===== src/rtl/spi_txn_arbiter.sv =====
// spi_txn_arbiter: shares one SPI master among NREQ requesters.
// A round-robin pick in IDLE loads the granted requester's transfer fields
// into the master-facing output registers. The block then issues a one-cycle
// start and waits for done or timeout. It returns the read byte and the status
// to that requester with a one-cycle ack.
module spi_txn_arbiter #(
  parameter int NREQ    = 3,
  parameter int DATA_W  = 8,
  parameter int TIMEOUT = 255
) (
  input  logic                     clk,
  input  logic                     reset,
  input  logic [NREQ-1:0]          req,
  input  logic [2*NREQ-1:0]        req_cs,
  input  logic [2*NREQ-1:0]        req_rw,
  input  logic [2*NREQ-1:0]        req_mode,
  input  logic [DATA_W*NREQ-1:0]   req_wdata,
  output logic [NREQ-1:0]          ack,
  output logic [DATA_W-1:0]        rsp_rdata,
  output logic                     rsp_err,
  output logic                     busy,
  output logic                     m_start,
  output logic [1:0]               m_cs,
  output logic [1:0]               m_rw,
  output logic [1:0]               m_mode,
  output logic [DATA_W-1:0]        m_wdata,
  input  logic                     m_done,
  input  logic [DATA_W-1:0]        m_rdata
);

  localparam int PW = (NREQ > 1) ? $clog2(NREQ) : 1;
  localparam int CW = (TIMEOUT > 0) ? $clog2(TIMEOUT + 1) : 1;

  typedef enum logic [1:0] {
    ST_IDLE  = 2'd0,
    ST_ISSUE = 2'd1,
    ST_WAIT  = 2'd2,
    ST_RESP  = 2'd3
  } state_t;

  state_t          state_r;
  logic [PW-1:0]   ptr_r;
  logic [PW-1:0]   gnt_r;
  logic [CW-1:0]   cnt_r;

  logic            win_found_s;
  logic [PW-1:0]   win_idx_s;
  logic [1:0]      win_cs_s;
  logic [1:0]      win_rw_s;
  logic [1:0]      win_mode_s;
  logic [DATA_W-1:0] win_wdata_s;

  // Index reached by stepping 'off' places upward from 'base', wrapping at NREQ.
  function automatic logic [PW-1:0] rr_index(input logic [PW-1:0] base, input int off);
    int sum;
    sum = int'(base) + off;
    sum = (sum >= NREQ) ? (sum - NREQ) : sum;
    return PW'(sum);
  endfunction

  // One-hot ack vector for requester idx.
  function automatic logic [NREQ-1:0] grant_onehot(input logic [PW-1:0] idx);
    return {{(NREQ-1){1'b0}}, 1'b1} << idx;
  endfunction

  // Pointer value after serving idx: the next requester up, wrapping to 0.
  function automatic logic [PW-1:0] next_ptr(input logic [PW-1:0] idx);
    return (idx == PW'(NREQ - 1)) ? {PW{1'b0}} : (idx + {{(PW-1){1'b0}}, 1'b1});
  endfunction

  // Round-robin winner: the loop scans from the farthest offset down to the
  // pointer, so the closest requester at or above ptr overwrites the others.
  always_comb begin
    win_found_s = 1'b0;
    win_idx_s   = {PW{1'b0}};
    for (int off = NREQ - 1; off >= 0; off--) begin
      win_found_s = win_found_s | req[rr_index(ptr_r, off)];
      win_idx_s   = req[rr_index(ptr_r, off)] ? rr_index(ptr_r, off) : win_idx_s;
    end
  end

  assign win_cs_s    = req_cs[2*win_idx_s +: 2];
  assign win_rw_s    = req_rw[2*win_idx_s +: 2];
  assign win_mode_s  = req_mode[2*win_idx_s +: 2];
  assign win_wdata_s = req_wdata[DATA_W*win_idx_s +: DATA_W];

  // Transaction FSM with registered outputs. The m_* registers double as the
  // holding registers for the granted transfer, so they stay stable through WAIT.
  always_ff @(posedge clk) begin
    if (reset) begin
      state_r   <= ST_IDLE;
      ptr_r     <= {PW{1'b0}};
      gnt_r     <= {PW{1'b0}};
      cnt_r     <= {CW{1'b0}};
      ack       <= {NREQ{1'b0}};
      rsp_rdata <= {DATA_W{1'b0}};
      rsp_err   <= 1'b0;
      busy      <= 1'b0;
      m_start   <= 1'b0;
      m_cs      <= 2'b00;
      m_rw      <= 2'b00;
      m_mode    <= 2'b00;
      m_wdata   <= {DATA_W{1'b0}};
    end else begin
      case (state_r)
        ST_IDLE: begin
          ack     <= {NREQ{1'b0}};
          m_start <= 1'b0;
          if (win_found_s) begin
            gnt_r   <= win_idx_s;
            busy    <= 1'b1;
            m_rw    <= win_rw_s;
            m_mode  <= win_mode_s;
            m_wdata <= win_wdata_s;
            if (win_cs_s == 2'b00) begin
              // No slave selected: answer with an error without touching the master.
              state_r   <= ST_RESP;
              ack       <= grant_onehot(win_idx_s);
              rsp_err   <= 1'b1;
              rsp_rdata <= {DATA_W{1'b0}};
              m_cs      <= 2'b00;
            end else begin
              state_r <= ST_ISSUE;
              m_start <= 1'b1;
              m_cs    <= win_cs_s;
            end
          end else begin
            busy <= 1'b0;
          end
        end
        ST_ISSUE: begin
          m_start <= 1'b0;
          cnt_r   <= {CW{1'b0}};
          state_r <= ST_WAIT;
        end
        ST_WAIT: begin
          cnt_r <= (cnt_r == {CW{1'b1}}) ? cnt_r : (cnt_r + {{(CW-1){1'b0}}, 1'b1});
          if (m_done) begin
            // Completion wins over a timeout landing in the same cycle.
            state_r   <= ST_RESP;
            ack       <= grant_onehot(gnt_r);
            rsp_rdata <= m_rdata;
            rsp_err   <= 1'b0;
            m_cs      <= 2'b00;
          end else if (cnt_r == CW'(TIMEOUT - 1)) begin
            // This is the TIMEOUT-th cycle spent in WAIT.
            state_r   <= ST_RESP;
            ack       <= grant_onehot(gnt_r);
            rsp_rdata <= {DATA_W{1'b0}};
            rsp_err   <= 1'b1;
            m_cs      <= 2'b00;
          end else begin
            state_r <= ST_WAIT;
          end
        end
        ST_RESP: begin
          ack     <= {NREQ{1'b0}};
          busy    <= 1'b0;
          ptr_r   <= next_ptr(gnt_r);
          state_r <= ST_IDLE;
        end
        default: begin
          state_r <= ST_IDLE;
          ack     <= {NREQ{1'b0}};
          busy    <= 1'b0;
          m_start <= 1'b0;
          m_cs    <= 2'b00;
        end
      endcase
    end
  end

endmodule


===== config.mk =====
export PLATFORM = sky130hd
export DESIGN_NAME = spi_txn_arbiter
export DESIGN_NICKNAME = d
export VERILOG_FILES = /design/src/rtl/spi_txn_arbiter.sv
export SDC_FILE = /design/constraint.sdc
export NUM_CORES = 1
export LEC_CHECK = 0
export CAP_MARGIN = 10
export CORE_UTILIZATION = 49
export DETAILED_ROUTE_END_ITERATION = 10
export PLACE_DENSITY = 0.95
export SLEW_MARGIN = 20
export SYNTH_ARGS = -nofsm -noshare
export SYNTH_HDL_FRONTEND = slang
export SYNTH_SLANG_ARGS = --single-unit

===== constraint.sdc =====
create_clock -name clk -period 8.39 [get_ports clk]
set_clock_uncertainty 0.2 [all_clocks]
set_input_delay 0.839 -clock clk [delete_from_list [all_inputs] [get_ports clk]]
set_output_delay 0.839 -clock clk [all_outputs]
set_load 0.02 [all_outputs]

==> results of run 1 <==
==> cells in the mapped netlist, types with 4 or more instances <==
| cell type | n |
|---|---|
| clkbuf_1 | 8 |
| xor2_1 | 5 |
| nand2b_1 | 13 |
| nor2b_1 | 4 |
| nor2_1 | 44 |
| a31oi_1 | 4 |
| nand3b_1 | 5 |
| nand2_1 | 22 |
| nand3_1 | 5 |
| a211oi_1 | 14 |
| inv_1 | 7 |
| mux2i_1 | 25 |
| ha_1 | 10 |
| o21ai_0 | 4 |
| a21oi_1 | 21 |
| dfxtp_1 | 42 |
| nand4_1 | 5 |
==> where the power goes <==
group | switching (mW) | internal (mW) | leakage [nW]
Sequential | 0.0388 | 0.257 | 0.344
Combinational | 0.269 | 0.221 | 0.837
Clock | 0.0671 | 0.0664 | 0.0482
Total | 0.375 | 0.544 | 1.23
==> cell type report <==
type	instances	area [um2]	share of cell area, %
clock buffers	7	86.3	2.63
clock inverters	1	5.00	0.152
inverters	7	26.3	0.800
multi-input cells	215	1420	43.1
flip-flops and latches	42	841	25.6
well taps	52	65.1	1.98
repair buffers	85	846	25.8
==> stage by stage <==
| step | instances | total power [mW] | cell area [um2] |
|---|---|---|---|
| floorplan | 280 | 0.634 | 2380 |
| global placement | 401 | 0.769 | 3190 |
| detailed placement | 401 | 0.786 | 3190 |
| CTS | 409 | 0.921 | 3280 |
| global route | 409 | 0.978 | 3280 |
| finish | 409 | 0.919 | 3280 |
==> registers in the layout, indices dropped and copies added (netlist names) <==
name	cells
cnt_r	8
m_wdata	8
rsp_rdata	8
ack	3
gnt_r	2
m_cs	2
m_mode	2
m_rw	2
ptr_r	2
state_r	2
busy	1
m_start	1
rsp_err	1
==> worst max-delay path: stages <==
cell and delay, ns:
clkdlybuf4s50_1 0.59, mux2i_1 0.13, o22ai_2 0.22, o31a_1 0.85, o21ai_2 0.19, a221o_1 0.33
o21bai_4 0.33, mux2_4 0.33
==> cells in the final DEF, fill, tap and decap left out, drive strengths merged, types with 6 or more instances in the layout <==
master | Yosys | routed
nand2 | 22 | 22
o21ai | 6 | 6
a21oi | 21 | 21
mux2i | 25 | 25
clkdlybuf4s50 | 0 | 83
a211oi | 14 | 14
nand2b | 13 | 13
inv | 7 | 7
clkbuf | 8 | 7
ha | 10 | 10
nor2 | 45 | 45
dfxtp | 42 | 42
==> logic make-up after synthesis <==
family	after synthesis	synth area share (%)
XOR/XNOR	5	1.84
buffers and inverters	23	5.11
AND/OR/NAND/NOR	111	22.4
flip-flops	42	35.4
AO/OA/AOI/OAI	62	18.3
multiplexers	27	11.8
adder cells (fa/ha/maj)	10	5.26
==> how the worst max path moves through the flow <==
stage,start,endpoint,cells after the start
2_1_floorplan,req[1],rsp_err,9
3_3_place_gp,req[2],rsp_err,8
3_5_place_dp,req[1],rsp_err,8
4_1_cts,req[1],rsp_err,8
5_1_grt,req[1],rsp_err,8
6_report,req[2],rsp_err,8
==> per-layer routing <==
layer	global-route usage [%]	share of wire [%]	vias to the layer above	wire length [um]
li1	-	-	1143	-
met4	11.3	1.9	0	113
met2	41.5	48	70	2890
met3	4.22	4.6	11	274
met5	0	0	-	0
met1	29.9	45	1049	2690
==> parameters.txt, run 1 <==
Parameter                              Value

Clock tree
  Resized Gates After CTS    0
  TritonCTS clock tree    done
  Clk slew on worst S/H paths    0.07 ns
  TritonCTS sink count    42
  Cts bufs inserted    5
  Root Buffer    clkbuf_8
  Clock latency of the later-clocked register in the worst-skew pair    0.29 ns
  Hold buffer count at cts    0
  Maximum buffer depth of the clock tree    2
  Post-CTS setup buffers    0
  # H-tree levels    2

Detailed routing
  Via count    2,273
  Average detailed-routed wire length per instance    14.6 um
  Antenna violation net count after detailed routing    0
  Final WL    5960 um
  Number of remaining DRC errors    0
  First drt pass iteration count    4
  Drt initial violations    159
  Via/cell ratio    5.56

Global route
  Total global-route track usage    24.4%
  Largest net degree at the start of global routing    41
  Remaining global-route overflow    0
  Global-route wire length before repair    9920 um
  Number of global-route vias before repair    2,193
  Initial antenna violation count    0

Yosys
  Area of the mapped netlist    2380 um2
  Yosys warning count    0
  Proportion of synthesized flip-flops having asynchronous set or reset    0%
  Mean Syn Cell Area    8.49 um2
  Primary FF master, synth    dfxtp_1
  Post-Syn Nets    346
  Number of instances in the synthesized netlist    280
  Sequential fraction of the synthesis area    35.4%
  Number of synthesized register bits    42
  Ranking of synthesized cells by area    dfxtp_1, mux2i_1, nor2_1
  Count of cell types in the netlist    46
  Cell type with the highest aggregate area in the netlist    dfxtp_1
  Fraction of post-synthesis cell area in the top cell type by area    35.4%
  Post-synth EDFFs    0

STA
  Number of failing hold endpoints at the final stage    0
  Worst setup slack after layout    4.54 ns
  Sum of negative setup slack    0 ns
  Setup-failing EPs final    0
  Top achievable clock speed    260 MHz
  Unrepaired setup endpoints after global routing    false
  Post-route fraction of the period consumed by the critical path    45.8%
  Final Slew Violations    0
  Worst-case headroom to the max-slew limit    32.2%
  Final Hold Slack    0.273 ns
  Min cycle time layout    3.85 ns
  Tightest Pin Transition    1.02 ns

Floorplan
  Placement row count    24
  DIE WIDTH    71.7 um
  Initial cell density of the core    52.8%
  Placeable core area    4500 um2
  Count of boundary I/O pins    84
  Die Span Y    71.7 um
  Die area    5130 um2

Worst setup path
  CP startpoint kind    input pin
  Worst path arrival time    3.83 ns
  Reg2reg setup slack    4.83 ns
  Reg-to-reg startpoint    ptr_r[0]
  Maximum fanout along the worst path    28
  Capturing element type of the critical path    register
  WP data required    8.38 ns
  Reg2Reg Capture Point    rsp_err
  Critical path type    input pin to register
  Depth of the worst register-to-register path    9

Final layout
  Post-layout utilization of the core    72.9%
  Relative area change from synthesis to final layout    38.2%
  Share of final-layout standard cells stronger than drive strength 1    5.04%
  Number of inserted diodes    0
  Fill cell instance count of the final layout    359
  Number of nets in the finished design    422

Place
  RePlAce Congestion    0.882
  Half-perimeter wire length of the detailed placement result    4380 um
  Worst Setup Slack post-DPL    4.26 ns
  Number of port buffers    83

Status
  Run status    complete, no violations

Power and ir drop
  Total power per unit cell area    280 nW/um2
  Leak Pwr    1.23 nW
  Peak supply drop    0.152 mV

Min path
  HP Start    m_start
  Type of the most critical hold path    register to register
  Terminating pin of the worst hold path    m_start
  WHS Path Cells    2

Flow run
  Max-cap violation count    0
Power figures use the tool's default switching activity.
==> run 2, diff against run 1 <==
--- a/config.mk
+++ b/config.mk
@@ -6,9 +6,9 @@
 export NUM_CORES = 1
 export LEC_CHECK = 0
 export CAP_MARGIN = 10
-export CORE_UTILIZATION = 49
+export CORE_UTILIZATION = 45
 export DETAILED_ROUTE_END_ITERATION = 10
-export PLACE_DENSITY = 0.95
+export PLACE_DENSITY = 0.92
 export SLEW_MARGIN = 20
 export SYNTH_ARGS = -nofsm -noshare
 export SYNTH_HDL_FRONTEND = slang
==> constraint.sdc (replaced) <==
create_clock -name clk -period 3.6 [get_ports clk]
set_clock_uncertainty 0.2 [all_clocks]
set_input_delay 0.36 -clock clk [delete_from_list [all_inputs] [get_ports clk]]
set_output_delay 0.36 -clock clk [all_outputs]
set_load 0.02 [all_outputs]
==> parameters.txt, run 2 (synthesized netlist as in run 1, its figures left out) <==
Parameter                              Value

Global route
  Met1 capacity usage during global routing    26.4% (was 29.9%)
  Global-route wire length before repair    9260 um (was 9920 um)
  Number of global-route vias before repair    2,091 (was 2,193)
  Met2 global-route usage    37.0% (was 41.5%)
  Largest net degree at the start of global routing    28 (was 41)
  Met3 Usage GRT    5.22% (was 4.22%)
  Initial antenna violation count    0 (unchanged)
  Total global-route track usage    21.5% (was 24.4%)
  Layer with the highest usage    met2 (unchanged)
  Remaining global-route overflow    0 (unchanged)

STA
  Final Hold Slack    0.276 ns (was 0.273 ns)
  Number of failing hold endpoints at the final stage    0 (unchanged)
  Min cycle time layout    3.39 ns
  Unrepaired setup endpoints after global routing    false (unchanged)
  Worst-case headroom to the max-slew limit    54.9% (was 32.2%)
  Top achievable clock speed    295 MHz
  Setup-failing EPs final    0 (unchanged)
  Post-route fraction of the period consumed by the critical path    94.2%
  Final Slew Violations    0 (unchanged)
  Sum of negative setup slack    0 ns (unchanged)
  Tightest Pin Transition    0.675 ns (was 1.02 ns)

Clock tree
  TritonCTS clock tree    done (unchanged)
  Cts bufs inserted    5 (unchanged)
  Maximum buffer depth of the clock tree    2 (unchanged)
  Clock latency of the later-clocked register in the worst-skew pair    0.29 ns (about the same)
  Root Buffer    clkbuf_8 (unchanged)
  Clk slew on worst S/H paths    0.07 ns (about the same)
  Hold buffer count at cts    0 (unchanged)
  TritonCTS sink count    42 (unchanged)
  # H-tree levels    2 (unchanged)

Worst setup path
  Worst path arrival time    3.41 ns (was 3.83 ns)
  CP startpoint kind    register (was input pin)
  CP top delay family    compound AO/OA/AOI/OAI gates (unchanged)
  Most Frequent Cell on Critical Path    a22oi_1
  Maximum fanout along the worst path    17 (was 28)
  Highest-delay cell along the critical path    nor2_2 (was o31a_1)
  WP data required    3.62 ns (was 8.38 ns)
  Worst path bufs/invs    2 (was 1)
  Capturing element type of the critical path    register (unchanged)
  Critical path type    register to register (was input pin to register)
  CP cell instances    inv_1 > ha_1 > a22oi_1 > o22ai_2 > o221ai_4 > buf_4 > nor2_2 > a22oi_1 > or3_1 > a21oi_1 (was clkdlybuf4s50_1 > mux2i_1 > o22ai_2 > o31a_1 > o21ai_2 > a221o_1 > o21bai_4 > mux2_4)
  CP peak stage delay    0.53 ns (was 0.85 ns)

Final layout
  Number of nets in the finished design    424 (was 422)
  Registers with the highest flip-flop counts    cnt_r: 8 flops, m_wdata: 8 flops, rsp_rdata: 8 flops (unchanged)
  Commonest non-fill, non-tap cell in the layout    clkdlybuf4s50_1 (unchanged)
  Relative area change from synthesis to final layout    40.8% (was 38.2%)
  Number of inserted diodes    0 (unchanged)
  Fill cell instance count of the final layout    427 (was 359)
  Highest-count cells in the layout ignoring fill and taps    clkdlybuf4s50_1, nor2_1, dfxtp_1, mux2i_1, nand2_1 (unchanged)
  Register Area    841 um2 (unchanged)
  Share of final-layout standard cells stronger than drive strength 1    5.29% (was 5.04%)
  Area of the multi-input gates    1430 um2 (was 1420 um2)

Min path
  Type of the most critical hold path    register to register (unchanged)

Power and ir drop
  Peak supply drop    0.384 mV (was 0.152 mV)
  Final total power    2.21 mW (was 919 uW)
  Total power per unit cell area    661 nW/um2 (was 280 nW/um2)
  Leak Pwr    1.24 nW (was 1.23 nW)

Detailed routing
  Final WL    5960 um (unchanged)
  Drt initial violations    109 (was 159)
  Average detailed-routed wire length per instance    13.9 um (was 14.6 um)
  Number of remaining DRC errors    0 (unchanged)
  Via/cell ratio    5.36 (was 5.56)
  Via count    2,298 (was 2,273)
  Antenna violation net count after detailed routing    0 (unchanged)
  First drt pass iteration count    4 (unchanged)

Flow run
  Max-cap violation count    0 (unchanged)

Status
  Run status    complete, no violations (unchanged)

Floorplan
  Die area    5580 um2 (was 5130 um2)
  Initial cell density of the core    46.5% (was 52.8%)
  Placeable core area    5110 um2 (was 4500 um2)
  DIE WIDTH    74.7 um (was 71.7 um)
  Placement row count    26 (was 24)
  Count of boundary I/O pins    84 (unchanged)
  Die Span Y    74.7 um (was 71.7 um)

Place
  RePlAce Congestion    0.786 (was 0.882)
  Half-perimeter wire length of the detailed placement result    4540 um (was 4380 um)
  Number of port buffers    83 (unchanged)
-- run 2: cell count changes in the layout (fill, tap and decap cells not counted) --
cell       delta
clkbuf_8      -1
o221ai_4      +1
clkinv_2      -1
clkbuf_1      +1
o221ai_2      -1
buf_4         +2
bufinv_16     +1
-- run 2: final timing paths --
path / cells past startpoint / slack (ns) / from / endpoint
max reg2reg: 10 / 0.21 / ptr_r[0] / m_cs[1]
max: 10 / 0.21 / ptr_r[0] / m_cs[1]
min reg2reg: 2 / 0.28 / m_cs[1] / m_cs[1]
min: 2 / 0.28 / m_cs[1] / m_cs[1]
-- run 2: timing repair --
action | 4_1_cts | 5_1_grt
setup buffers | 0 | 0
gates resized for setup | 0 | 1
endpoints found under the setup margin | 0 | 1
hold endpoints to repair | 0 | 0
-- run 2: through the flow --
| stage | cells | util (%) | setup slack, ns | instance area, um2 |
|---|---|---|---|---|
| 3_3_place_gp | 421 | 63.3 | 0.317 | 3230 |
| 3_5_place_dp | 421 | 63.3 | 0.115 | 3230 |
| 4_1_cts | 429 | 65.3 | 0.171 | 3340 |
| 2_1_floorplan | 280 | - | 0.629 | 2380 |
| 5_1_grt | 429 | 65.6 | 0.0147 | 3350 |
| 6_report | 429 | 65.6 | 0.208 | 3350 |
-- run 2: area by class of cell --
type	instances	area share, %
Sequential cell	42	25.1
Clock buffer	7	2.28
Tap cell	70	2.62
Multi-Input combinational cell	215	42.6
Timing Repair Buffer	87	25.7
Clock inverter	1	0.897
Inverter	7	0.785
-- run 2: power by group --
part           internal [mW]  leakage (nW)  switching (mW)
Clock                  0.208        0.0524           0.154
Combinational          0.533         0.848           0.633
Sequential             0.598         0.344          0.0875
-- run 2: worst min-delay path: cells and delay by family, from the launching register on --
family / cells / cell delay, ns
flip-flops: 1 / 0.33
AND/OR/NAND/NOR: 1 / 0.06
AO/OA/AOI/OAI: 1 / 0.05
-- run 2: routing by layer --
layer	vias to the layer above	part of all wire [%]
li1	1148	-
met1	1070	42
met2	69	51
met3	11	5.1
met4	0	1.8
met5	-	0
==> run 3, diff against run 2 <==
--- a/config.mk
+++ b/config.mk
@@ -6,9 +6,9 @@
 export NUM_CORES = 1
 export LEC_CHECK = 0
 export CAP_MARGIN = 10
-export CORE_UTILIZATION = 45
+export CORE_UTILIZATION = 34
 export DETAILED_ROUTE_END_ITERATION = 10
-export PLACE_DENSITY = 0.92
+export PLACE_DENSITY = 0.75
 export SLEW_MARGIN = 20
 export SYNTH_ARGS = -nofsm -noshare
 export SYNTH_HDL_FRONTEND = slang
==> parameters.txt, run 3 (synthesized netlist as in run 1, its figures left out) <==
Parameter                              Value

Status
  Run status    complete, no violations (unchanged)

Min path
  Type of the most critical hold path    register to register (unchanged)

STA
  Tightest Pin Transition    0.626 ns (was 0.675 ns)
  Unrepaired setup endpoints after global routing    false (unchanged)
  Setup-failing EPs final    0 (unchanged)
  Number of failing hold endpoints at the final stage    0 (unchanged)
  Final Hold Slack    0.260 ns (was 0.276 ns)
  Min cycle time layout    3.11 ns (was 3.39 ns)
  Worst-case headroom to the max-slew limit    57.9% (was 54.9%)
  Post-route fraction of the period consumed by the critical path    86.3% (was 94.2%)
  Top achievable clock speed    322 MHz (was 295 MHz)
  Sum of negative setup slack    0 ns (unchanged)
  Final Slew Violations    0 (unchanged)

Floorplan
  DIE WIDTH    85.6 um (was 74.7 um)
  Die Span Y    85.6 um (was 74.7 um)
  Initial cell density of the core    35.2% (was 46.5%)
  Placeable core area    6760 um2 (was 5110 um2)
  Count of boundary I/O pins    84 (unchanged)
  Die area    7330 um2 (was 5580 um2)
  Placement row count    30 (was 26)

Clock tree
  # H-tree levels    2 (unchanged)
  Cts bufs inserted    5 (unchanged)
  TritonCTS clock tree    done (unchanged)
  Root Buffer    clkbuf_8 (unchanged)
  Maximum buffer depth of the clock tree    2 (unchanged)
  Hold buffer count at cts    0 (unchanged)
  Resized Gates After CTS    0 (unchanged)
  Clock latency of the later-clocked register in the worst-skew pair    0.29 ns (about the same)
  TritonCTS sink count    42 (unchanged)
  Post-CTS setup buffers    0 (unchanged)
  Clk slew on worst S/H paths    0.08 ns (was 0.07 ns)

Global route
  Total global-route track usage    15.6% (was 21.5%)
  Global-route wire length before repair    9070 um (was 9260 um)
  Remaining global-route overflow    0 (unchanged)
  Initial antenna violation count    0 (unchanged)
  Number of global-route vias before repair    1,967 (was 2,091)
  Largest net degree at the start of global routing    32 (was 28)

Final layout
  Number of inserted diodes    0 (unchanged)
  Commonest non-fill, non-tap cell in the layout    clkdlybuf4s50_1 (unchanged)
  Highest-count cells in the layout ignoring fill and taps    clkdlybuf4s50_1, nor2_1, dfxtp_1, mux2i_1, nand2_1 (unchanged)
  Number of nets in the finished design    425 (was 424)
  Relative area change from synthesis to final layout    40.6% (was 40.8%)
  Share of final-layout standard cells stronger than drive strength 1    5.83% (was 5.29%)
  Final std cells w/o fill    440 (was 429)
  Registers with the highest flip-flop counts    cnt_r: 8 flops, m_wdata: 8 flops, rsp_rdata: 8 flops (unchanged)

Worst setup path
  Capturing element type of the critical path    register (unchanged)
  CP startpoint kind    register (unchanged)
  Worst path arrival time    3.13 ns (was 3.41 ns)
  Critical path type    register to register (unchanged)
  WP data required    3.62 ns (about the same)
  Maximum fanout along the worst path    9 (was 17)

Detailed routing
  M1 WL    2670 um (was 2500 um)
  Final WL    5730 um (was 5960 um)
  Highest routed layer    met4 (unchanged)
  Via/cell ratio    5.05 (was 5.36)
  Met3 wire len    319 um (was 302 um)
  Drt initial violations    66 (was 109)
  Average detailed-routed wire length per instance    13.0 um (was 13.9 um)
  First drt pass iteration count    4 (unchanged)
  Antenna violation net count after detailed routing    0 (unchanged)
  Routed wire length on met2    2620 um (was 3050 um)
  Number of remaining DRC errors    0 (unchanged)
  Via count    2,220 (was 2,298)

Power and ir drop
  Leak Pwr    1.24 nW (about the same)
  Total power per unit cell area    643 nW/um2 (was 661 nW/um2)
  Clock power frac    14.5% (was 16.3%)
  Switch Pwr    864 uW (was 874 uW)
  Proportion of power drawn by flip-flops and latches    31.6% (was 31.0%)
  Cell internal pwr    1.29 mW (was 1.34 mW)
  Peak supply drop    0.221 mV (was 0.384 mV)
  Share of power burned in combinational logic    53.9% (was 52.7%)
  Net switching fraction of the power    40.2% (was 39.5%)

Place
  RePlAce Congestion    0.844 (was 0.786)
  Number of cells after detailed placement    432 (was 421)
  Half-perimeter wire length of the detailed placement result    4360 um (was 4540 um)
  Number of port buffers    83 (unchanged)

Flow run
  Max-cap violation count    0 (unchanged)
-- run 3: cell type report --
| class | instances | area, um2 |
|---|---|---|
| multi-input cells | 215 | 1420 |
| flip-flops and latches | 42 | 841 |
| inverters | 7 | 26.3 |
| well taps | 80 | 100 |
| repair buffers | 88 | 868 |
| clock inverters | 1 | 5.00 |
| fillers | 656 | 3410 |
| clock buffers | 7 | 86.3 |
-- run 3: path summary, 6_finish.rpt --
path	start	to	slack, ns	cells past startpoint
setup / recovery	ptr_r[0]	rsp_rdata[2]	0.49	10
hold / removal	m_cs[0]	m_cs[0]	0.26	2
setup reg to reg	ptr_r[0]	rsp_rdata[2]	0.49	10
hold reg to reg	m_cs[0]	m_cs[0]	0.26	2
-- run 3: worst max-delay path, stage by stage, from the launching register on --
cell and delay, ns:
dfxtp_1 0.36, inv_1 0.07, ha_1 0.40, a22oi_1 0.24, o22ai_2 0.14, o221ai_2 0.37
mux2_4 0.35, a221o_1 0.33, o21bai_4 0.15, buf_4 0.22, mux2i_1 0.21
-- run 3: metal layers --
layer	track usage, %	vias to the layer above
met1	20.4	1004
met5	0	-
met2	24.7	66
met4	6.06	0
li1	-	1141
met3	3.75	9
-- run 3: through the flow --
step | power (mW) | utilization [%] | area, um2 | setup WS [ns]
finish | 2.15 | 49.5 | 3340 | 0.495
global route | 2.30 | 49.5 | 3340 | 0.391
CTS | 2.17 | 49.5 | 3340 | 0.490
detailed placement | 1.85 | 48.1 | 3250 | 0.413
global placement | 1.84 | 48.1 | 3250 | 0.529
floorplan | 1.48 | - | 2380 | 0.629
-- run 3: power groups by stage --
stage	Combinational [mW]	Clock [mW]	Sequential, mW
after floorplan	0.669	0	0.808
after global placement	1.15	0	0.688
after detailed placement	1.16	0	0.692
after CTS	1.17	0.322	0.681
final	1.16	0.311	0.679
after global routing	1.27	0.341	0.696
